## src/rtl/adder_share_pkg.sv

```systemverilog
// Shared defaults, round-robin pick result type and the round-robin search helper
// used by the adder-sharing arbiter.
package adder_share_pkg;

  localparam int unsigned DEF_N    = 32;
  localparam int unsigned DEF_NREQ = 4;
  localparam int unsigned MAX_NREQ = 8;
  localparam int unsigned MAX_IDW  = 3;

  typedef struct packed {
    logic               found;
    logic [MAX_IDW-1:0] idx;
  } rr_pick_t;

  // First set bit of valid at or after ptr, wrapping modulo nreq.
  function automatic rr_pick_t rr_pick(input logic [MAX_NREQ-1:0] valid,
                                       input logic [MAX_IDW-1:0]  ptr,
                                       input int unsigned         nreq);
    rr_pick_t    res;
    int unsigned pos;
    res = '0;
    for (int unsigned k = 0; k < MAX_NREQ; k++) begin
      pos = (32'(ptr) + k) % nreq;
      if (k < nreq && !res.found && valid[pos[MAX_IDW-1:0]]) begin
        res.found = 1'b1;
        res.idx   = pos[MAX_IDW-1:0];
      end
    end
    return res;
  endfunction

endpackage

```

## src/rtl/adder_share_arbiter_adder.sv

```systemverilog
// Plain n-bit ripple-carry adder: sum = a + b + cin, carry out of the top bit.
module adder_share_arbiter_adder #(
  parameter int unsigned n = 32
) (
  input  logic [n-1:0] a_i,
  input  logic [n-1:0] b_i,
  input  logic         cin_i,
  output logic [n-1:0] sum_o,
  output logic         cout_o
);

  logic [n:0] carry;

  always_comb begin
    carry    = '0;
    sum_o    = '0;
    carry[0] = cin_i;
    for (int unsigned i = 0; i < n; i++) begin
      sum_o[i]   = a_i[i] ^ b_i[i] ^ carry[i];
      carry[i+1] = (a_i[i] & b_i[i]) | (carry[i] & (a_i[i] ^ b_i[i]));
    end
    cout_o = carry[n];
  end

endmodule

```

## src/rtl/adder_share_arbiter.sv

```systemverilog
// Round-robin sharing of one ripple adder among NREQ requesters, with a one-entry
// registered response slot tagged by requester ID.
module adder_share_arbiter
  import adder_share_pkg::*;
#(
  parameter int unsigned N    = DEF_N,
  parameter int unsigned NREQ = DEF_NREQ,
  parameter int unsigned IDW  = $clog2(NREQ)
) (
  input  logic              clk,
  input  logic              rst_n,
  input  logic [NREQ-1:0]   req_valid,
  output logic [NREQ-1:0]   req_ready,
  input  logic [NREQ*N-1:0] req_a,
  input  logic [NREQ*N-1:0] req_b,
  input  logic [NREQ-1:0]   req_cin,
  output logic              rsp_valid,
  input  logic              rsp_ready,
  output logic [N-1:0]      rsp_sum,
  output logic              rsp_cout,
  output logic              rsp_ovf,
  output logic [IDW-1:0]    rsp_id
);

  logic               rsp_valid_q, rsp_valid_d;
  logic [N-1:0]       rsp_sum_q,   rsp_sum_d;
  logic               rsp_cout_q,  rsp_cout_d;
  logic               rsp_ovf_q,   rsp_ovf_d;
  logic [IDW-1:0]     rsp_id_q,    rsp_id_d;
  logic [IDW-1:0]     rr_ptr_q,    rr_ptr_d;

  logic [MAX_NREQ-1:0] valid_ext;
  logic [MAX_IDW-1:0]  ptr_ext;
  rr_pick_t            pick;
  logic                slot_free;
  logic                grant;
  logic [N-1:0]        a_sel, b_sel, add_sum;
  logic                cin_sel, add_cout, add_ovf;

  // Grant is gated by rst_n so req_ready is low throughout reset, not just after an edge.
  always_comb begin
    valid_ext                = '0;
    valid_ext[NREQ-1:0]      = req_valid;
    ptr_ext                  = '0;
    ptr_ext[IDW-1:0]         = rr_ptr_q;
    pick                     = rr_pick(valid_ext, ptr_ext, NREQ);
    slot_free                = !rsp_valid_q || rsp_ready;
    grant                    = rst_n && slot_free && pick.found;
    req_ready                = '0;
    a_sel                    = '0;
    b_sel                    = '0;
    cin_sel                  = 1'b0;
    for (int unsigned i = 0; i < NREQ; i++) begin
      if (pick.idx == MAX_IDW'(i)) begin
        req_ready[i] = grant;
        a_sel        = req_a[i*N +: N];
        b_sel        = req_b[i*N +: N];
        cin_sel      = req_cin[i];
      end
    end
  end

  adder_share_arbiter_adder #(
    .n(N)
  ) u_adder (
    .a_i   (a_sel),
    .b_i   (b_sel),
    .cin_i (cin_sel),
    .sum_o (add_sum),
    .cout_o(add_cout)
  );

  assign add_ovf = (a_sel[N-1] == b_sel[N-1]) && (add_sum[N-1] != a_sel[N-1]);

  always_comb begin
    rsp_valid_d = rsp_valid_q;
    rsp_sum_d   = rsp_sum_q;
    rsp_cout_d  = rsp_cout_q;
    rsp_ovf_d   = rsp_ovf_q;
    rsp_id_d    = rsp_id_q;
    rr_ptr_d    = rr_ptr_q;
    if (grant) begin
      rsp_valid_d = 1'b1;
      rsp_sum_d   = add_sum;
      rsp_cout_d  = add_cout;
      rsp_ovf_d   = add_ovf;
      rsp_id_d    = IDW'(pick.idx);
      rr_ptr_d    = IDW'((32'(pick.idx) + 1) % NREQ);
    end else if (rsp_ready) begin
      rsp_valid_d = 1'b0;
    end
  end

  always_ff @(posedge clk or negedge rst_n) begin
    if (!rst_n) begin
      rsp_valid_q <= 1'b0;
      rsp_sum_q   <= '0;
      rsp_cout_q  <= 1'b0;
      rsp_ovf_q   <= 1'b0;
      rsp_id_q    <= '0;
      rr_ptr_q    <= '0;
    end else begin
      rsp_valid_q <= rsp_valid_d;
      rsp_sum_q   <= rsp_sum_d;
      rsp_cout_q  <= rsp_cout_d;
      rsp_ovf_q   <= rsp_ovf_d;
      rsp_id_q    <= rsp_id_d;
      rr_ptr_q    <= rr_ptr_d;
    end
  end

  assign rsp_valid = rsp_valid_q;
  assign rsp_sum   = rsp_sum_q;
  assign rsp_cout  = rsp_cout_q;
  assign rsp_ovf   = rsp_ovf_q;
  assign rsp_id    = rsp_id_q;

endmodule

```

## config.mk

```make
export PLATFORM = sky130hd
export DESIGN_NAME = adder_share_arbiter
export DESIGN_NICKNAME = d
export VERILOG_FILES = /design/src/rtl/adder_share_pkg.sv /design/src/rtl/adder_share_arbiter_adder.sv /design/src/rtl/adder_share_arbiter.sv
export SDC_FILE = /design/constraint.sdc
export NUM_CORES = 1
export LEC_CHECK = 0
export CORE_AREA = 2 2 120 122
export CTS_CLUSTER_DIAMETER = 150
export DETAILED_ROUTE_END_ITERATION = 16
export DIE_AREA = 0 0 122 124
export HOLD_SLACK_MARGIN = 0.12
export PLACE_DENSITY = 0.75
export SYNTH_ARGS = -nofsm -noshare
export SYNTH_HDL_FRONTEND = slang
export SYNTH_HIERARCHICAL = 1
export SYNTH_SLANG_ARGS = --single-unit
```

## constraint.sdc

```tcl
create_clock -name clk -period 19.3 [get_ports clk]
set_clock_uncertainty 0.1 [all_clocks]
set_input_delay 3.86 -clock clk [delete_from_list [all_inputs] [get_ports clk]]
set_output_delay 3.86 -clock clk [all_outputs]
set_load 0.005 [all_outputs]
```

# Yosys cells after proc, flatten, opt, wreduce, memory -nomap -nowiden
# Cells that the tools add are included.
# Widths: inputs -> output; s select.
word_totals:
  register_bits: 39
  input_bits: 267
  out_inout_bits: 41
classes:
  n_addsub: 4
  magnitude_cmp: 4
  eq_ne: 5
  muxes: 30
  bitwise_logic: 160
  n_reduce_logical: 13
ops:
  columns: ["cell", "count"]
  rows:
  - ["$mux 32", 8]
  - ["$and 1x1->1", 64]
  - ["$xor 1x1->1", 64]
  - ["$or 1x1->1", 32]
  - ["$lt 2x4->1 const B", 4]
  - ["$mux 4", 4]
  - ["$mux 1", 14]
  - ["$bmux 1 s2", 4]
  - ["$eq 3x2->1 const B", 2]
  - ["$logic_and 1x1->1", 6]
  - ["$add 2x1->2 const B", 2]
  - ["$add 2x2->2 const B", 2]
  - ["$logic_not 1->1", 4]
  - ["$eq 3x1->1 const B", 1]
  - ["$logic_not 3->1", 1]
  - ["$reduce_bool 2->1", 1]
  - ["$eq 1x1->1", 1]
  - ["$logic_or 1x1->1", 1]
  - ["$ne 1x1->1", 1]

# Depth between registers and ports, before layout
# Gate-level depths: netlist (run 1).
depth:
  ltp_word: 83
  mapped_depth: 48
  ltp_nobuf: 46

# By module
# The synthesis (run 1) kept the hierarchy.
by_module_without_submodules:
  columns: ["module", "instances", "cells_per_inst", "area_per_inst_um2"]
  rows:
  - ["adder_share_arbiter", 1, 422, 3694.8]
  - ["adder_share_arbiter_adder", 1, 42, 678.2]

# Worst setup path after synthesis (run 1)
# OpenSTA, ideal clock, no wires.
synth_path:
  path_kind: "input to register"
  startpoint: "in req_valid[2]"
  endpoint: "reg rsp_ovf_q, in the netlist rsp_ovf"
  arrival_time_ps: 17938
  required_ps: 19063
  setup_slack_ps: 1125
  stages: 48
  n_path_buf: 2
  cell_sequence: "inv_1 > o22ai_1 > a211oi_1 > inv_1 > ha_1 > nor2b_1 > buf_2 > buf_2 > a221oi_1 > o31ai_1 > fa_1 > fa_1 > fa_1 > fa_1 > fa_1 > fa_1 > fa_1 > fa_1 > [... 12 more ...] > fa_1 > fa_1 > fa_1 > fa_1 > fa_1 > fa_1 > fa_1 > fa_1 > fa_1 > fa_1 > fa_1 > fa_1 > fa_1 > inv_1 > fa_1 > inv_1 > nand4b_1 > o221ai_1"
synth_rtl:
  columns: ["element", "line", "text"]
  rows:
  - ["start: declaration", "adder_share_arbiter.sv:12", "input logic [NREQ-1:0] req_valid,"]
  - ["end signal: assignment", "adder_share_arbiter.sv:106", "rsp_ovf_q <= rsp_ovf_d;"]
  - ["end: declaration", "adder_share_arbiter.sv:28", "logic rsp_ovf_q, rsp_ovf_d;"]

==> results of run 1 <==
## through the flow
stage | util, % | total power [mW] | instance area [µm²] | cells
after floorplan | - | 0.613 | 4370 | 464
after global placement | 55.3 | 0.861 | 7590 | 919
after detailed placement | 55.3 | 0.889 | 7590 | 919
after CTS | 56.7 | 0.999 | 7780 | 927
after global routing | 56.9 | 1.09 | 7810 | 927
final | 56.9 | 0.986 | 7810 | 927
## registers in the layout, indices dropped and copies added (netlist names)
name       cells
rr_ptr_q       2
rsp_cout       1
rsp_id         2
rsp_ovf        1
rsp_sum       32
rsp_valid      1
## logic make-up after synthesis
| family | after synthesis | synth area share [%] |
|---|---|---|
| flip-flops | 39 | 22.3 |
| AO/OA/AOI/OAI | 143 | 26.5 |
| multiplexers | 35 | 11.5 |
| adder cells (fa/ha/maj) | 36 | 15.8 |
| AND/OR/NAND/NOR | 146 | 17.3 |
| buffers and inverters | 65 | 6.67 |
## worst reg2reg max path, delay by kind of cell, from the launching register on
family | cells | cell delay, ns
buffers and inverters | 6 | 0.63
and+or+nand+nor | 2 | 0.27
DFF | 1 | 0.43
AOI/OAI and AO/OA | 5 | 0.76
adders and majority gates | 33 | 12.69
## layout by cell type, fill, tap and decap left out, types with 2 or more instances in the layout
cell type / instances
nor2_1: 2
nor3b_1: 2
ha_4: 2
fa_1: 32
o31ai_1: 62
inv_1: 19
o21ai_0: 3
dfrtp_1: 39
mux2_2: 5
a211oi_1: 4
clkbuf_16: 5
nand2b_1: 2
nand2_1: 65
nand3b_1: 3
bufinv_16: 2
a21oi_1: 5
a221oi_1: 59
mux2_4: 29
and2_1: 4
buf_4: 13
nor2b_1: 65
a221oi_2: 3
clkdlybuf4s50_1: 306
## where the power goes
part	switching, mW	total, mW	internal (mW)
clock	0.0338	0.108	0.0741
sequential	0.0254	0.151	0.126
combinational	0.333	0.726	0.394
## area by class of cell
type | count | area, µm²
inverter | 19 | 71.3
fill | 1206 | 5910
sequential | 39 | 976
clock inverter | 3 | 67.6
multi-input combinational | 360 | 3170
clock buffer | 5 | 125
tap | 180 | 225
timing repair buffer | 321 | 3180
## layer usage
layer,global-route usage [%],share of wire (%),up-vias
met2,40.8,52,221
met3,4.81,7.2,28
met4,6.11,2.2,0
met5,0,0,-
li1,-,-,2281
met1,24.0,39,2269
## timing repair
action | 4_1_cts | 5_1_grt
endpoints found under the setup margin | 0 | 2
resized for setup | 0 | 6
hold buffers | 0 | 0
## synthesized netlist by cell type (all sizes together)
master | instances | area (µm²)
clkbuf | 21 | 78.8
nand3b | 3 | 22.5
nor3b | 2 | 15.0
mux2i | 1 | 10.0
a221oi | 62 | 543
nand2b | 2 | 12.5
o41ai | 1 | 27.5
o221ai | 1 | 8.76
o22ai | 2 | 12.5
mux2 | 34 | 492
and2 | 4 | 25.0
inv | 19 | 71.3
ha | 4 | 50.1
o21ai | 3 | 15.0
nand2 | 65 | 244
a21o | 1 | 7.51
fa | 32 | 641
a21oi | 6 | 41.3
nand4b | 1 | 8.76
o31ai | 62 | 465
a211oi | 5 | 37.5
or2 | 1 | 6.26
nor2b | 66 | 413
nor2 | 2 | 7.51
buf | 25 | 141
dfrtp | 39 | 976
## final timing paths
check | endpoint | startpoint
worst max-delay path | rsp_ovf | req_valid[3]
worst min-delay path | rsp_sum[30] | rsp_sum[30]
worst max register to register | rsp_ovf | rr_ptr_q[0]
worst min register to register | rsp_sum[30] | rsp_sum[30]
max in group asynchronous | rsp_sum[1] | rst_n
min in group asynchronous | rsp_id[1] | rst_n
==> results.toml, run 1 <==
[status]
status = "completed"

[logic_synthesis]
synth.cell_area_um2 = 4370
synth_seq_cells = 39
avgSynthCellArea_um2 = 9.42
ys_warn_count = 6
ys_seq_area_share_pct = 22.3
yosysUniqueCellTypes = 30
postSynthNetCount = 767
syn_inst = 464

[pwr]
peakVddDrop_v = 0.0000540
power_density_nw_per_um2 = 126
power.leakage_nw = 2.99

[route]
via_per_inst = 5.18
first_pass_iters = 4
drc = 0
vias = 4799
routed_wl_mm = 16.9
drt_iter0_drc = 180
drtAntennaViolNets = 0
wl_per_cell_um = 18.3

[timing]
fin_crit_ns = 18.72
max_slew.worst_pin.slew_ns = 0.965
fmax_mhz = 53.4
worst_slack_ns = 0.575
drv_slew = 0
final-hold-violation-count = 0
whs_ns = 0.407
finalCritPeriodShare_pct = 97.0
rsz0062_at_grt = "false"
relSlewSlack_pct = 35.7
final.setup.tns_ns = 0
setup-violations-final = 0

[floorplan]
start_util_pct = 31.9
row_count = 43
die_y_um = 124
die_area_um2 = 15100
die_w_um = 122
core_area_um2 = 13700
ioPinCount = 308

[worst_setup_path]
cpMaxStageDelayCell = "clkdlybuf4s50_1"
reg2reg_slack_ns = 4.28
cp.arrival_ns = 18.76
cp-end-kind = "flip-flop"
path_max_fanout = 10
crit_top_cell = "fa_1"
cp-start-kind = "primary input"
cp_top_family = "adder cells"
critPathMaxStageDelay_ns = 0.59
ff2ff_path_depth = 46
crit_buf_inv = 6
cp_num_cells = 46
required_ns = 19.33
crit_type = "in2reg"

[global_routing]
grt_pass1_vias = 5136
grt_overflow = 0
grt_start_max_net_pins = 81
antenna_found_initial = 0
grt_usage_pct = 21.5
grt_pass1_wl_mm = 25.3

[cells_and_area]
drive_above_1_share_pct = 9.24
area_growth_syn_to_layout_pct = 78.7
num_antenna_cells = 0
num-nets-final = 1049

[hold_path]
worstHoldPathCells = 1
hold_path.class = "reg2reg"

[cts]
postCtsSetupRepairBufs = 0
clock_tree.buffer_depth = 2
cts_tree = "built"
clockRootBuffer = "clkbuf_16"
cts.sinks = 39
clk_pin_slew_ns = 0.06
numCtsBuffers = 5
clock_latency_ns = 0.27
htree_levels = 2

[flow_run]
drv_cap = 0

[placed_design]
pre_cts_slack_ns = 0.0855
io_buffers = 307
routabilityCongestion = 0.828
hpwlAfterDp_mm = 13.8
(Power assumes the default switching activity.)
==> run 2, diff against run 1 <==
ABC_AREA = 1   (was unset)
CORE_AREA = 2 2 121 123   (was 2 2 120 122)
DIE_AREA = 0 0 123 125   (was 0 0 122 124)
PLACE_DENSITY = 0.74   (was 0.75)
RECOVER_POWER = 100   (was unset)
==> results.toml, run 2 <==
[worst_setup_path]
critPathMaxStageDelay_ns = 0.47
crit_type = "in2reg"
cp.arrival_ns = 18.73
ff2ff_path_depth = 58
cp-start-kind = "primary input"
cp-end-kind = "flip-flop"
path_max_fanout = 6
cpMaxStageDelayCell = "clkdlybuf4s50_1"
crit_top_cell = "fa_1"
required_ns = 19.42

[timing]
drv_slew = 41
final-hold-violation-count = 0
relSlewSlack_pct = -42.0
finalCritPeriodShare_pct = 96.4
fin_crit_ns = 18.61
fmax_mhz = 53.7
setup-violations-final = 0
whs_ns = 0.373
max_slew.worst_pin.slew_ns = 2.13

[logic_synthesis]
synth.area.mux_share_pct = 0
synth_top_family_by_area = "simple AND/OR/NAND/NOR gates"
yosysMostFrequentCell = "nand2_1"
synth_top_cell_area_share_pct = 29.4
synth_edf_count = 0
avgSynthCellArea_um2 = 6.11
synth_xor_area_share_pct = 0
syn_inst = 723
synth-adder-area-share_pct = 15.6
postSynthNetCount = 1026
synth.cell_area_um2 = 4420
synth-simple-area-share_pct = 32.0
synth_seq_cells = 39
synthTopCellsByCount = "nand2_1 (346), o21ai_0 (130), a21oi_1 (66)"
ys_warn_count = 6
ys_seq_area_share_pct = 22.1
yosysTopAreaCell = "nand2_1"
synthArstFlopShare_pct = 100
yosysUniqueCellTypes = 21
synthTopCellsByArea = "nand2_1 (29%), dfrtp_1 (22%), o21ai_0 (15%), fa_1 (15%), a21oi_1 (7.5%)"
ys.flop_type = "dfrtp_1"
synth_compound_area_share_pct = 22.8

[hold_path]
worstHoldPathCells = 2
hold_path.class = "reg2reg"

[cts]
postCtsSetupRepairBufs = 0
htree_levels = 2
clock_latency_ns = 0.28
clk_pin_slew_ns = 0.06
clockRootBuffer = "clkbuf_16"
cts.sinks = 39
cts_tree = "built"
clock_tree.buffer_depth = 2
numCtsBuffers = 5

[status]
status = "finished with violations"
failed_checks = "capacitance limit, slew limit"

[floorplan]
ioPinCount = 308
core_area_um2 = 14200
start_util_pct = 31.1
die_y_um = 125
row_count = 44
die_w_um = 123
die_area_um2 = 15400

[cells_and_area]
area_growth_syn_to_layout_pct = 77.2
post-route-util_pct = 55.1
multi_input_area_um2 = 3180
nFillCells = 1394
drive_above_1_share_pct = 4.11
ff_latch_area_um2 = 976
layout_common_cells = "nand2_1 (344), clkdlybuf4s50_1 (269), o21ai_0 (127)"
largest_reg_flops = 32
num_antenna_cells = 0
num-nets-final = 1300
final_common_cell = "nand2_1"

[global_routing]
met1_usage_pct = 32.9
grt_overflow = 0
grt_start_max_net_pins = 50
antenna_found_initial = 0
top_usage_layer = "met2"
grt_pass1_wl_mm = 30.1
grt_usage_pct = 25.1
grt_util_met3_pct = 4.29
use_met2_pct = 41.6
grt_pass1_vias = 5798

[route]
via_per_inst = 4.79
first_pass_iters = 5
drtAntennaViolNets = 0
drc = 0
vias = 5663
routed_wl_mm = 19.2
wl_per_cell_um = 16.3
drt_iter0_drc = 311

[flow_run]
drv_cap = 2

[placed_design]
routabilityCongestion = 0.941
hpwlAfterDp_mm = 15.6
io_buffers = 307
## run 2: changes by cell type after synthesis, sizes merged, moves of 4 or more
cell	delta
nor2	+7
buf	-13
a211oi	-5
o31ai	-62
a21oi	+60
and2	-4
a221oi	-62
nor2b	-66
inv	+9
nand2	+283
mux2	-34
o21ai	+128
nand3	+11
clkbuf	+18
## run 2: cell families (layout without fill, tap and decap cells)
| logic type | count (synthesis) | count (layout) |
|---|---|---|
| compound gates | 200 | 200 |
| fa+ha+maj | 36 | 36 |
| buf+inv | 79 | 354 |
| flops | 39 | 39 |
| simple gates | 369 | 369 |
## run 2: path summary, 6_finish.rpt
kind                              start           to  slack (ns)
hold reg to reg             rsp_sum[26]  rsp_sum[26]        0.37
setup / recovery           req_valid[3]      rsp_ovf        0.69
setup reg to reg            rr_ptr_q[0]      rsp_ovf        4.06
min in group asynchronous         rst_n  rsp_sum[16]        4.18
hold / removal              rsp_sum[26]  rsp_sum[26]        0.37
max in group asynchronous         rst_n   rsp_sum[0]       13.69
## run 2: metal layers
layer | vias to the layer above | wire (µm)
met5 | - | 0
met4 | 0 | 608
met3 | 41 | 1330
met2 | 222 | 9220
met1 | 2537 | 8080
li1 | 2863 | -
## run 2: metrics by stage
step	cells	setup WS (ns)	instance area (µm²)	setup TNS [ns]
after CTS	1182	0.359	7790	0
final	1182	0.693	7830	0
after floorplan	723	1.06	4420	0
after global placement	1174	0.413	7600	0
after global routing	1182	-0.0380	7830	-0.0380
after detailed placement	1174	0.0809	7600	0
## run 2: repair_timing
action	4_1_cts	5_1_grt
hold buffers	0	0
endpoints found under the hold margin	0	0
endpoints found under the setup margin	0	2
resized for setup	0	17
## run 2: area by class of cell
type | count | area share [%]
Tap cell | 184 | 2.94
Multi-Input combinational cell | 605 | 40.6
Sequential cell | 39 | 12.5
Clock inverter | 2 | 0.767
Timing Repair Buffer | 318 | 40.2
Clock buffer | 6 | 1.65
Inverter | 28 | 1.34
## run 2: worst max-delay path: cells and delay by family
family                   cells  cell delay [ns]
AND/OR/NAND/NOR             14             1.08
buffers and inverters        9             1.06
AO/OA/AOI/OAI                3             0.40
adder cells (fa/ha/maj)     33            12.36
Power of run 2 is not shown: default switching activity piles up to over one toggle a cycle in this logic, so the estimate is an artifact.
